File: src/rtl/gb_cpu_common_pkg.sv
// Shared CPU types: datapath control word, decoder schedule and sequencer states.
// Every decoder, sequencer and datapath file imports these so the encodings stay in one place.
package gb_cpu_common_pkg;

    localparam int MAX_MCYCLES = 6;
    localparam int MC_W        = $clog2(MAX_MCYCLES);

    localparam logic [MC_W-1:0] COND_NONE = 3'd7;
    localparam logic [MC_W-1:0] MAX_LEN   = 3'(MAX_MCYCLES);

    typedef struct packed {
        logic [1:0] addr_sel;   // 0 = PC, 1 = HL, 2 = SP, 3 = temp address
        logic       mem_rd;
        logic       mem_wr;
        logic       ir_load;
        logic       pc_inc;
        logic [3:0] alu_op;
        logic [2:0] reg_src;
        logic [2:0] reg_dst;
    } control_word_t;

    localparam control_word_t NOP_CTRL   = '0;
    localparam control_word_t FETCH_CTRL = '{
        addr_sel: 2'd0, mem_rd: 1'b1, mem_wr: 1'b0, ir_load: 1'b1, pc_inc: 1'b1,
        alu_op: 4'd0, reg_src: 3'd0, reg_dst: 3'd0
    };

    typedef struct packed {
        logic [MC_W-1:0]                    len;
        control_word_t [MAX_MCYCLES-1:0]    cycles;
        logic [MC_W-1:0]                    cond_cycle;
        logic                               cb_next;
        logic                               halt;
    } schedule_t;

    // S_SHORT is the fetch cycle that replaces the tail of a not-taken conditional.
    typedef enum logic [1:0] {
        S_BOOT  = 2'd0,
        S_EXEC  = 2'd1,
        S_SHORT = 2'd2,
        S_HALT  = 2'd3
    } seq_state_t;

endpackage

File: src/rtl/gb_cpu_sequencer.sv
// M-cycle sequencer: walks the decoder schedule one control word per clock, with
// conditional shortcut, CB-prefix hand-back, memory stall and HALT.
module gb_cpu_sequencer
    import gb_cpu_common_pkg::*;
(
    input  logic            clk,
    input  logic            rst_n,
    input  schedule_t       schedule,
    input  logic            cond_met,
    input  logic            stall,
    input  logic            wake,
    output logic            cb_prefix,
    output control_word_t   ctrl,
    output logic [2:0]      mcycle,
    output logic            instr_done,
    output logic            halted,
    output logic [1:0]      dbg_state
);

    seq_state_t         state_q;
    logic [MC_W-1:0]    m_q;
    schedule_t          sched_q;
    logic               cb_q;

    schedule_t          cur;
    logic [MC_W-1:0]    eff_len;
    logic [MC_W-1:0]    last_m;
    logic               is_last;
    logic               cond_skip;

    // Cycle 0 reads the live decoder output; later cycles replay the latched copy
    // so IR may be reloaded by the overlapped fetch without disturbing us.
    always_comb begin
        cur       = (state_q == S_EXEC && m_q == '0) ? schedule : sched_q;
        eff_len   = (cur.len == '0 || cur.len > MAX_LEN) ? 3'd1 : cur.len;
        last_m    = eff_len - 3'd1;
        is_last   = (state_q == S_EXEC) && (m_q == last_m);
        cond_skip = (state_q == S_EXEC) && (cur.cond_cycle != COND_NONE) &&
                    (cur.cond_cycle < last_m) && (m_q == cur.cond_cycle) && !cond_met;
    end

    always_ff @(posedge clk) begin
        if (!rst_n) begin
            state_q <= S_BOOT;
            m_q     <= '0;
            cb_q    <= 1'b0;
            sched_q <= '0;
        end else if (!stall) begin
            case (state_q)
                S_BOOT: begin
                    state_q <= S_EXEC;
                    m_q     <= '0;
                    cb_q    <= 1'b0;
                end
                S_EXEC: begin
                    if (m_q == '0)
                        sched_q <= schedule;
                    if (is_last) begin
                        cb_q    <= cur.cb_next;
                        m_q     <= '0;
                        state_q <= cur.halt ? S_HALT : S_EXEC;
                    end else begin
                        m_q <= m_q + 3'd1;
                        if (cond_skip)
                            state_q <= S_SHORT;
                    end
                end
                S_SHORT: begin
                    cb_q    <= sched_q.cb_next;
                    m_q     <= '0;
                    state_q <= S_EXEC;
                end
                S_HALT: begin
                    if (wake)
                        state_q <= S_BOOT;
                end
                default: state_q <= S_BOOT;
            endcase
        end
    end

    always_comb begin
        ctrl       = NOP_CTRL;
        instr_done = 1'b0;
        halted     = 1'b0;
        mcycle     = '0;
        if (rst_n) begin
            case (state_q)
                S_BOOT: begin
                    ctrl       = FETCH_CTRL;
                    instr_done = 1'b1;
                end
                S_EXEC: begin
                    ctrl       = cur.cycles[m_q];
                    instr_done = is_last;
                    mcycle     = m_q;
                end
                S_SHORT: begin
                    ctrl       = FETCH_CTRL;
                    instr_done = 1'b1;
                    mcycle     = m_q;
                end
                S_HALT: halted = 1'b1;
                default: ctrl = NOP_CTRL;
            endcase
        end
    end

    assign cb_prefix = cb_q;
    assign dbg_state = state_q;

endmodule

File: config.mk
export PLATFORM = sky130hd
export DESIGN_NAME = gb_cpu_sequencer
export DESIGN_NICKNAME = d
export VERILOG_FILES = /design/src/rtl/gb_cpu_common_pkg.sv /design/src/rtl/gb_cpu_sequencer.sv
export SDC_FILE = /design/constraint.sdc
export NUM_CORES = 1
export LEC_CHECK = 0
export ABC_AREA = 1
export CORE_MARGIN = 1.5
export CORE_UTILIZATION = 55
export CTS_CLUSTER_SIZE = 12
export DETAILED_ROUTE_END_ITERATION = 8
export GPL_TIMING_DRIVEN = 0
export PLACE_DENSITY_LB_ADDON = 0.25
export SLEW_MARGIN = 10
export SYNTH_ARGS = -nofsm -noshare
export SYNTH_HDL_FRONTEND = slang
export SYNTH_SLANG_ARGS = --single-unit
File: constraint.sdc
create_clock -name clk -period 8 [get_ports clk]
set_input_delay 0.8 -clock clk [delete_from_list [all_inputs] [get_ports clk]]
set_output_delay 0.8 -clock clk [all_outputs]
set_load 0.05 [all_outputs]
==> flow_summary_export.csv, run 1 <==
group,metric,value,unit
sta,setup_viol,0,
layout,drive_above_1_share,0.0808,
floorplanning,core,11000,um2
flow_run,drv_cap,0,
setup_path,slowest_stage,"clkdlybuf4s50_1",
logic_synthesis,synth_edf_count,0,
placed_design,port_buffers,132,
floorplanning,start_util,0.572,
global_routing,grt_max_degree,19,
logic_synthesis,synth_fa_ha_area_frac,0.0219,
sta,period_needed,5.62,ns
logic_synthesis,async_flop_share,0,
placed_design,place.gp.congestion,0.998,
setup_path,r2r-start,"m_q[1]$_SDFFE_PN0P_",
layout,final_common_cell,"nand2_1",
placed_design,place_ws,2.98,ns
setup_path,crit_path_max_fanout,10,
cts,cts_tree,"yes",
setup_path,reg2regPathDepth,25,
floorplanning,row_count,38,
route,via_per_inst,6.01,
logic_synthesis,synthMuxAreaShare,0.00159,
cts,cts_hold_buf,0,
power_and_ir_drop,leakagePower,0.00304,uW
run_status,outcome,"finished, final reports clean",
sta,setup_ws,2.38,ns
layout,area_growth,28.5,%
global_routing,grt_first_pass_wirelength,33500,um
setup_path,worstPathCellList,"buf_2, clkinv_1, clkbuf_1, ha_1, nand3_4, buf_4, clkbuf_1, a21oi_1, a211oi_1, nor3_1, nor3_2, clkdlybuf4s50_1",
setup_path,critPathLaunchType,"flip-flop",
floorplanning,die_h,110,um
sta,period_share,0.702,
sta,worst_slew_pin_slew,0.698,ns
setup_path,worstReg2RegEnd,"dbg_state[1]$_SDFFE_PN0P_",
logic_synthesis,synth.top_cell.area_share,0.351,
global_routing,grt_usage,0.369,
worst_hold_path,hold-path-cell-count,2,
sta,finalSetupTns,0,ns
setup_path,crit_required,7.20,ns
placed_design,dp.final_hpwl,16000,um
cts,clock_latency,0.36,ns
layout,final_net_count,1204,
global_routing,grt_pass1_vias,6614,
global_routing,antenna_found_initial,0,
logic_synthesis,yosysTopAreaCell,"dfxtp_1",
sta,drv_slew,0,
power_and_ir_drop,pwr_density_cell,230,nW/um2
logic_synthesis,yosys_most_used_dff,"dfxtp_1",
sta,hold_viol_final,0,
power_and_ir_drop,ir_drop,172,uV
power_and_ir_drop,total_power,1860,uW
worst_hold_path,hold_class,"flip-flop to flip-flop",
layout,diodes,0,
logic_synthesis,synth_nets,1061,
route,route.detailed.drc,0,
logic_synthesis,synth.area.top_cells,"dfxtp_1 35%, nand2_1 13%, a21oi_1 10%",
logic_synthesis,synth.avg_cell_area,6.67,um2
sta,finClkSkew,0.00923,ns
placed_design,placed_area,7780,um2
cts,cts.sinks,110,
logic_synthesis,ys_types,42,
logic_synthesis,syn_area,6280,um2
cts,htreeDepth,3,
route,drt_iter0_drc,1080,
sta,maxSlewHeadroom,0.535,
power_and_ir_drop,power.internal,1110,uW
setup_path,crit_path_max_incr_delay,0.84,ns
setup_path,critPathTopFamily,"buffers and inverters",
route,ant_nets,0,
floorplanning,die-area,12100,um2
setup_path,critical_path_class,"flip-flop to output pin",
cts,numCtsBuffers,9,
power_and_ir_drop,pwr-share-seq,0.339,
floorplanning,die_w,110,um
global_routing,grt.overflow.total,0,
layout,stdcell_area,8070,um2
route,routedWlPerCell,17.9,um
worst_hold_path,hold_path_end,"sched_q[61]$_SDFFE_PN0P_",
setup_path,r2r_slack,4.02,ns
setup_path,worstPathBufferInverterCount,6,
logic_synthesis,synth_xor_xnor_area_share,0.00558,
logic_synthesis,postSynthCellCount,941,
logic_synthesis,ys_seq_elements,110,
sta,fmax,0.178,GHz
layout,mostFrequentLayoutCells,"221 x nand2_1, 148 x nor2_1, 132 x clkdlybuf4s50_1, 131 x a21oi_1, 110 x dfxtp_1",
cts,cts-root-buf,"clkbuf_16",
power_and_ir_drop,switching_share,0.404,
floorplanning,ios,133,
logic_synthesis,yosysSeqAreaShare,0.351,
cts,clkTransAtPathRegs,0.07,ns
layout,utilization,0.735,
route,drt-total-wl,22000,um
power_and_ir_drop,p_sw,751,uW
route,drt-pass1-iter-count,8,
power_and_ir_drop,power_frac_comb,0.418,
cts,ctsResizeCount,0,
sta,rsz0062_at_grt,"no",
route,vias,7391,
logic_synthesis,synth_top_family_by_area,"simple AND/OR/NAND/NOR gates",
power_and_ir_drop,power_frac_clock,0.242,
setup_path,crit_top_cell,"clkbuf_1",
setup_path,end_kind,"output pin",
logic_synthesis,synth_compound_area_frac,0.255,
setup_path,critPathArrivalTime,4.82,ns
logic_synthesis,synth-simple-area-share,0.290,
cts,post_cts_buffers,0,
cts,clk_path_buf_depth,2,
worst_hold_path,hp-start,"sched_q[61]$_SDFFE_PN0P_",
logic_synthesis,yosys_warnings,0,
==> logic make-up (layout without fill, tap and decap cells) <==
logic type,count (synthesis),count (layout)
simple gates,436,436
compound gates,280,280
flops,110,110
buf+inv,99,247
fa+ha+maj,11,11
xor+xnor,4,4
mux,1,1
==> metrics by stage <==
step	hold WS (ns)	instances
after global routing	0.479	1229
after global placement	0.448	1213
final	0.465	1229
after detailed placement	0.454	1213
after floorplan	0.430	941
after CTS	0.464	1229
==> power groups by stage <==
stage	clock network, uW	logic [uW]	registers (uW)
3_3_place_gp	0	740	640
5_1_grt	469	840	636
6_report	451	778	631
2_1_floorplan	0	504	642
3_5_place_dp	0	750	641
4_1_cts	447	754	629
==> how the worst max path moves through the flow <==
stage | startpoint | to | slack [ns] | cells after the start
2_1_floorplan | m_q[1]$_SDFFE_PN0P_ | instr_done | 3.49 | 16
3_3_place_gp | m_q[0]$_SDFFE_PN0P_ | ctrl[2] | 2.97 | 12
3_5_place_dp | m_q[0]$_SDFFE_PN0P_ | ctrl[2] | 2.98 | 12
4_1_cts | m_q[0]$_SDFFE_PN0P_ | ctrl[2] | 2.57 | 12
5_1_grt | m_q[0]$_SDFFE_PN0P_ | ctrl[2] | 2.20 | 12
6_report | m_q[0]$_SDFFE_PN0P_ | ctrl[6] | 2.38 | 12
==> final cells by class <==
cell class                      count  area (um2)
Sequential cell                   110        2200
Tap cell                          140         175
Buffer                             77         387
Multi-Input combinational cell    732        3610
Clock buffer                       11         253
Clock inverter                      5        41.3
Inverter                           22        82.6
Timing Repair Buffer              132        1320
Fill cell                         906        2910
==> state kept, by name, summed over array words and instances (netlist names) <==
signal / count
sched_q: 104
m_q: 3
dbg_state: 2
cb_prefix: 1
==> worst min-delay path: stages (launching register included) <==
cell	delay (ns)
dfxtp_1	0.31
nand2_1	0.06
a21oi_1	0.05
==> cells in the mapped netlist, types with 8 or more instances <==
cell	count
buf_2	21
dfxtp_1	110
a221oi_2	8
nand3_1	14
nand2_1	221
clkbuf_1	41
o21ai_0	92
nor2_1	148
a211oi_1	14
nor3_1	21
inv_1	19
o22ai_1	18
ha_1	11
nand2_2	13
a21oi_1	131
==> layer usage <==
metal	vias up	global-route usage	share of wire
met5	-	0	0
met4	0	0.178	0.045
met3	86	0.0729	0.13
met2	544	0.566	0.44
met1	3314	0.495	0.39
li1	3447	-	-
No activity file was read; power rests on OpenSTA's default activity.
==> run 2: changes to the inputs <==
--- a/config.mk
+++ b/config.mk
@@ -7,7 +7,7 @@
 export LEC_CHECK = 0
 export ABC_AREA = 1
 export CORE_MARGIN = 1.5
-export CORE_UTILIZATION = 55
+export CORE_UTILIZATION = 52
 export CTS_CLUSTER_SIZE = 12
 export DETAILED_ROUTE_END_ITERATION = 8
 export GPL_TIMING_DRIVEN = 0
==> constraint.sdc (replaced) <==
create_clock -name clk -period 5.3 [get_ports clk]
set_input_delay 0.53 -clock clk [delete_from_list [all_inputs] [get_ports clk]]
set_output_delay 0.53 -clock clk [all_outputs]
set_load 0.05 [all_outputs]
==> run 2 against run 1 <==
Worst setup slack lost 2.3 ns. Largest power group unchanged. Critical path depth unchanged. Count of clock-buffer cells in the layout is 1 higher. Cell area up 0.37%. Highest routed layer unchanged. Utilization shrank 3.7 points. Clock skew rose by 0.0092 ns. Critical endpoint is now ctrl[8]. Worst hold slack worse by 0.00089 ns. Global-route usage shrank 2.7 points.
==> flow_summary_export.csv, run 2 (synthesized netlist as in run 1, its figures left out) <==
group,metric,value,unit
run_status,outcome,"finished, final reports clean",
setup_path,crit_required,4.77,ns
layout,fillerInstances,1035,
power_and_ir_drop,pwr-share-seq,0.336,
sta,worst_slew_pin_slew,0.672,ns
sta,drv_slew,0,
cts,clock_latency,0.37,ns
route,drt_iter0_drc,1073,
sta,setup_viol,0,
setup_path,critical_path_class,"flip-flop to output pin",
layout,top_register,"sched_q",
floorplanning,core,11600,um2
floorplanning,start_util,0.541,
route,via_per_inst,5.91,
layout,final_common_cell,"nand2_1",
power_and_ir_drop,leakagePower,0.00315,uW
cts,numCtsBuffers,9,
cts,cts.sinks,110,
route,route.detailed.drc,0,
layout,mostFrequentLayoutCells,"221 x nand2_1, 148 x nor2_1, 131 x a21oi_1, 126 x clkdlybuf4s50_1, 110 x dfxtp_1",
sta,hold_viol_final,0,
cts,cts_hold_buf,0,
layout,drive_above_1_share,0.0826,
power_and_ir_drop,ir_drop,253,uV
power_and_ir_drop,p_sw,1130,uW
power_and_ir_drop,power_frac_clock,0.249,
global_routing,grt_first_pass_wirelength,34000,um
floorplanning,die-area,12700,um2
global_routing,grt_usage,0.342,
route,vias,7275,
floorplanning,die_h,113,um
layout,diodes,0,
cts,cts_tree,"yes",
layout,largest_reg_flops,104,
cts,clkTransAtPathRegs,0.08,ns
cts,ctsResizeCount,0,
setup_path,crit_path_max_fanout,10,
sta,finalSetupTns,0,ns
cts,post_cts_buffers,0,
power_and_ir_drop,power.internal,1710,uW
layout,instances_no_fill,1232,
route,drt-pass1-iter-count,6,
layout,final_net_count,1204,
global_routing,grt_pass1_vias,6613,
power_and_ir_drop,pwr_density_cell,350,nW/um2
sta,finClkSkew,0.0185,ns
flow_run,drv_cap,0,
floorplanning,die_w,113,um
placed_design,port_buffers,132,
route,ant_nets,0,
layout,area_growth,29.0,%
global_routing,grt.overflow.total,0,
placed_design,place.gp.congestion,0.963,
global_routing,antenna_found_initial,0,
floorplanning,row_count,39,
sta,rsz0062_at_grt,"no",
cts,clk_path_buf_depth,2,
worst_hold_path,hold_class,"flip-flop to flip-flop",
sta,period_share,0.976,
power_and_ir_drop,switching_share,0.397,
cts,cts-root-buf,"clkbuf_16",
route,drt-total-wl,21800,um
power_and_ir_drop,power_frac_comb,0.415,
sta,fmax,0.193,GHz
sta,maxSlewHeadroom,0.552,
setup_path,end_kind,"output pin",
placed_design,placed_cells,1216,
global_routing,grt_max_degree,18,
placed_design,dp.final_hpwl,15900,um
cts,htreeDepth,3,
sta,period_needed,5.17,ns
setup_path,critPathArrivalTime,4.64,ns
setup_path,critPathLaunchType,"flip-flop",
floorplanning,ios,133,
route,routedWlPerCell,17.7,um
run 2: path summary, 6_finish.rpt:
kind                                         startpoint                         to  slack, ns  cells past startpoint
worst max-delay path                m_q[0]$_SDFFE_PN0P_                    ctrl[8]       0.13                     12
worst min-delay path            sched_q[2]$_SDFFE_PN0P_    sched_q[2]$_SDFFE_PN0P_       0.46                      2
worst max register to register      m_q[1]$_SDFFE_PN0P_  dbg_state[0]$_SDFFE_PN0P_       1.27                     25
worst min register to register  sched_q[2]$_SDFFE_PN0P_    sched_q[2]$_SDFFE_PN0P_       0.46                      2
run 2: per-stage QoR:
| step | total power [uW] | instance area, um2 | setup WS (ns) | hold slack (ns) | utilization |
|---|---|---|---|---|---|
| 3_5_place_dp | 2100 | 7780 | 0.503 | 0.450 | 0.670 |
| 4_1_cts | 2790 | 8080 | 0.0873 | 0.461 | 0.696 |
| 2_1_floorplan | 1730 | 6280 | 1.06 | 0.430 | - |
| 6_report | 2830 | 8100 | 0.129 | 0.464 | 0.698 |
| 3_3_place_gp | 2090 | 7780 | 0.500 | 0.447 | 0.670 |
| 5_1_grt | 2970 | 8100 | 0.00466 | 0.476 | 0.698 |
run 2: final cells by class:
cell class	count	area, um2	share of cell area
Clock buffer	12	246	0.0304
Tap cell	143	179	0.0221
Buffer	77	392	0.0483
Inverter	22	82.6	0.0102
Multi-Input combinational cell	732	3610	0.446
Timing Repair Buffer	132	1340	0.165
Sequential cell	110	2200	0.272
Clock inverter	4	53.8	0.00664
run 2: power by group through the flow:
stage / combinational (uW) / sequential [uW] / clock (uW)
CTS: 1140 / 949 / 703
global route: 1270 / 960 / 740
detailed placement: 1140 / 967 / 0
finish: 1180 / 951 / 704
floorplan: 761 / 969 / 0
global placement: 1120 / 965 / 0
run 2: per-layer routing:
layer / track usage / up-vias / part of all wire
met5: 0 / - / 0
met4: 0.156 / 0 / 0.048
met3: 0.0927 / 86 / 0.11
met2: 0.525 / 491 / 0.43
met1: 0.450 / 3256 / 0.41
li1: - / 3442 / -
run 2: critical path, stage by stage, from the launching register on:
cell             delay [ns]
dfxtp_1                0.34
buf_2                  0.23
clkinv_1               0.40
clkbuf_1               0.37
ha_1                   0.38
nand3_4                0.16
buf_4                  0.22
clkbuf_1               0.48
a21oi_1                0.15
a221oi_1               0.35
nor3_1                 0.12
nor3_2                 0.22
clkdlybuf4s50_1        0.85
==> run 3: changes to the inputs <==
--- a/config.mk
+++ b/config.mk
@@ -11,7 +11,9 @@
 export CTS_CLUSTER_SIZE = 12
 export DETAILED_ROUTE_END_ITERATION = 8
 export GPL_TIMING_DRIVEN = 0
+export HOLD_SLACK_MARGIN = 0.03
 export PLACE_DENSITY_LB_ADDON = 0.25
+export SETUP_SLACK_MARGIN = 0.02
 export SLEW_MARGIN = 10
 export SYNTH_ARGS = -nofsm -noshare
 export SYNTH_HDL_FRONTEND = slang
==> run 3 against run 2 <==
Sequential share of layout area about the same. Die area unchanged. Global-route usage unchanged. Critical path depth up 2. Largest cell class unchanged. Worst hold slack worse by 0.00095 ns. Cell count unchanged. Maximum frequency up 0.10%. Worst setup slack better by 0.0053 ns. Clock power about the same.
==> flow_summary_export.csv, run 3 (synthesized netlist as in run 1, its figures left out) <==
group,metric,value,unit
setup_path,crit_path_max_fanout,10,
sta,finClkSkew,0.0162,ns
setup_path,worstPathBufferInverterCount,7,
worst_hold_path,hold_class,"flip-flop to flip-flop",
route,ant_nets,0,
setup_path,crit_top_cell,"buf_2",
placed_design,dp.final_hpwl,15900,um
sta,fmax,0.194,GHz
layout,area_growth,29.0,%
placed_design,port_buffers,132,
placed_design,place.gp.congestion,0.963,
cts,numCtsBuffers,9,
cts,cts.sinks,110,
floorplanning,core,11600,um2
layout,final_net_count,1204,
cts,post_cts_buffers,0,
setup_path,critPathLaunchType,"flip-flop",
setup_path,crit_required,4.77,ns
cts,cts_hold_buf,0,
run_status,outcome,"finished, final reports clean",
sta,setup_viol,0,
global_routing,grt.overflow.total,0,
layout,seq_area,2200,um2
cts,ctsResizeCount,0,
layout,largest_reg_flops,104,
setup_path,end_kind,"output pin",
flow_run,drv_cap,0,
setup_path,crit_path_max_incr_delay,0.87,ns
layout,multi_input_area,3610,um2
sta,rsz0062_at_grt,"no",
route,route.detailed.drc,0,
route,drt_iter0_drc,1033,
route,via_per_inst,5.90,
setup_path,critical_path_class,"flip-flop to output pin",
route,drt-pass1-iter-count,8,
sta,finalSetupTns,0,ns
power_and_ir_drop,ir_drop,252,uV
cts,clkTransAtPathRegs,0.07,ns
sta,holdWs,0.463,ns
power_and_ir_drop,pwr_density_cell,349,nW/um2
global_routing,grt_max_degree,18,
setup_path,critPathArrivalTime,4.64,ns
sta,period_needed,5.17,ns
global_routing,antenna_found_initial,0,
placed_design,place_ws,0.503,ns
sta,period_share,0.975,
floorplanning,ios,133,
route,vias,7272,
route,drt-total-wl,21900,um
floorplanning,die-area,12700,um2
floorplanning,row_count,39,
power_and_ir_drop,leakagePower,0.00317,uW
cts,cts_tree,"yes",
global_routing,grt_first_pass_wirelength,34000,um
sta,drv_slew,0,
layout,drive_above_1_share,0.0836,
floorplanning,die_w,113,um
sta,setup_ws,0.134,ns
cts,clock_latency,0.37,ns
setup_path,worstPathCellList,"buf_2, inv_1, buf_2, clkbuf_1, ha_1, nand2_2, nor2_4, buf_6, buf_2, nand2_1, a221oi_2, nor3_1, nor3_1, clkdlybuf4s50_1",
floorplanning,start_util,0.541,
cts,htreeDepth,3,
sta,worst_slew_pin_slew,0.657,ns
global_routing,grt_pass1_vias,6613,
cts,clk_path_buf_depth,2,
power_and_ir_drop,total_power,2830,uW
global_routing,grt_usage,0.342,
cts,cts-root-buf,"clkbuf_16",
layout,diodes,0,
sta,hold_viol_final,0,
layout,fillerInstances,1033,
floorplanning,die_h,113,um
layout,final_common_cell,"nand2_1",
layout,top_register,"sched_q",
setup_path,critPathTopFamily,"buffers and inverters",
sta,maxSlewHeadroom,0.562,
layout,mostFrequentLayoutCells,"221 x nand2_1, 148 x nor2_1, 131 x a21oi_1, 125 x clkdlybuf4s50_1, 110 x dfxtp_1",
route,routedWlPerCell,17.8,um
setup_path,slowest_stage,"clkdlybuf4s50_1",
-- run 3: worst reg2reg max path, cell delays in order (launching register included) --
cell and delay, ns:
dfxtp_1 0.35, buf_2 0.22, inv_1 0.15, buf_2 0.33
clkbuf_1 0.37, ha_1 0.39, nand2_2 0.10, nor2_4 0.16
nand2_2 0.08, nand2_4 0.08, o21ai_0 0.10, ha_1 0.22
nand2_1 0.12, nand2_2 0.09, ha_1 0.29, nand2_1 0.09
nand2_1 0.05, nand2_1 0.07, nand3_1 0.06, a21oi_1 0.14
nand3_1 0.12, nand3_2 0.10, nand2_2 0.07, nand2_1 0.06
nand2_1 0.05, nor2_1 0.10
-- run 3: routing by layer --
| layer | wire length (um) | global-route usage | vias up | part of all wire |
|---|---|---|---|---|
| met4 | 1020 | 0.156 | 0 | 0.047 |
| met2 | 9550 | 0.525 | 503 | 0.44 |
| met5 | 0 | 0 | - | 0 |
| met3 | 2540 | 0.0927 | 93 | 0.12 |
| li1 | - | - | 3443 | - |
| met1 | 8790 | 0.450 | 3233 | 0.40 |
-- run 3: through the flow --
stage | area, um2 | instances | utilization
final | 8110 | 1232 | 0.698
after global routing | 8110 | 1232 | 0.698
after CTS | 8080 | 1232 | 0.696
after detailed placement | 7780 | 1216 | 0.670
after global placement | 7780 | 1216 | 0.670
after floorplan | 6280 | 941 | -
-- run 3: worst paths after layout --
path	startpoint	endpoint	slack, ns	cells after the start
worst max register to register	m_q[1]$_SDFFE_PN0P_	dbg_state[0]$_SDFFE_PN0P_	1.27	25
worst min register to register	sched_q[9]$_SDFFE_PN0P_	sched_q[9]$_SDFFE_PN0P_	0.46	2
worst min-delay path	sched_q[9]$_SDFFE_PN0P_	sched_q[9]$_SDFFE_PN0P_	0.46	2
worst max-delay path	m_q[1]$_SDFFE_PN0P_	ctrl[15]	0.13	14
-- run 3: report_power, final --
group,switching [uW],internal (uW),leakage (uW)
Clock,320,382,0.000139
Sequential,43.8,908,0.000894
Combinational,758,418,0.00214
-- run 3: layout make-up --
cell class | count | share of cell area
plain buffers | 77 | 0.0485
flip-flops and latches | 110 | 0.272
clock inverters | 4 | 0.00664
well taps | 143 | 0.0221
inverters | 22 | 0.0102
clock buffers | 12 | 0.0304
multi-input cells | 732 | 0.445
repair buffers | 132 | 0.165
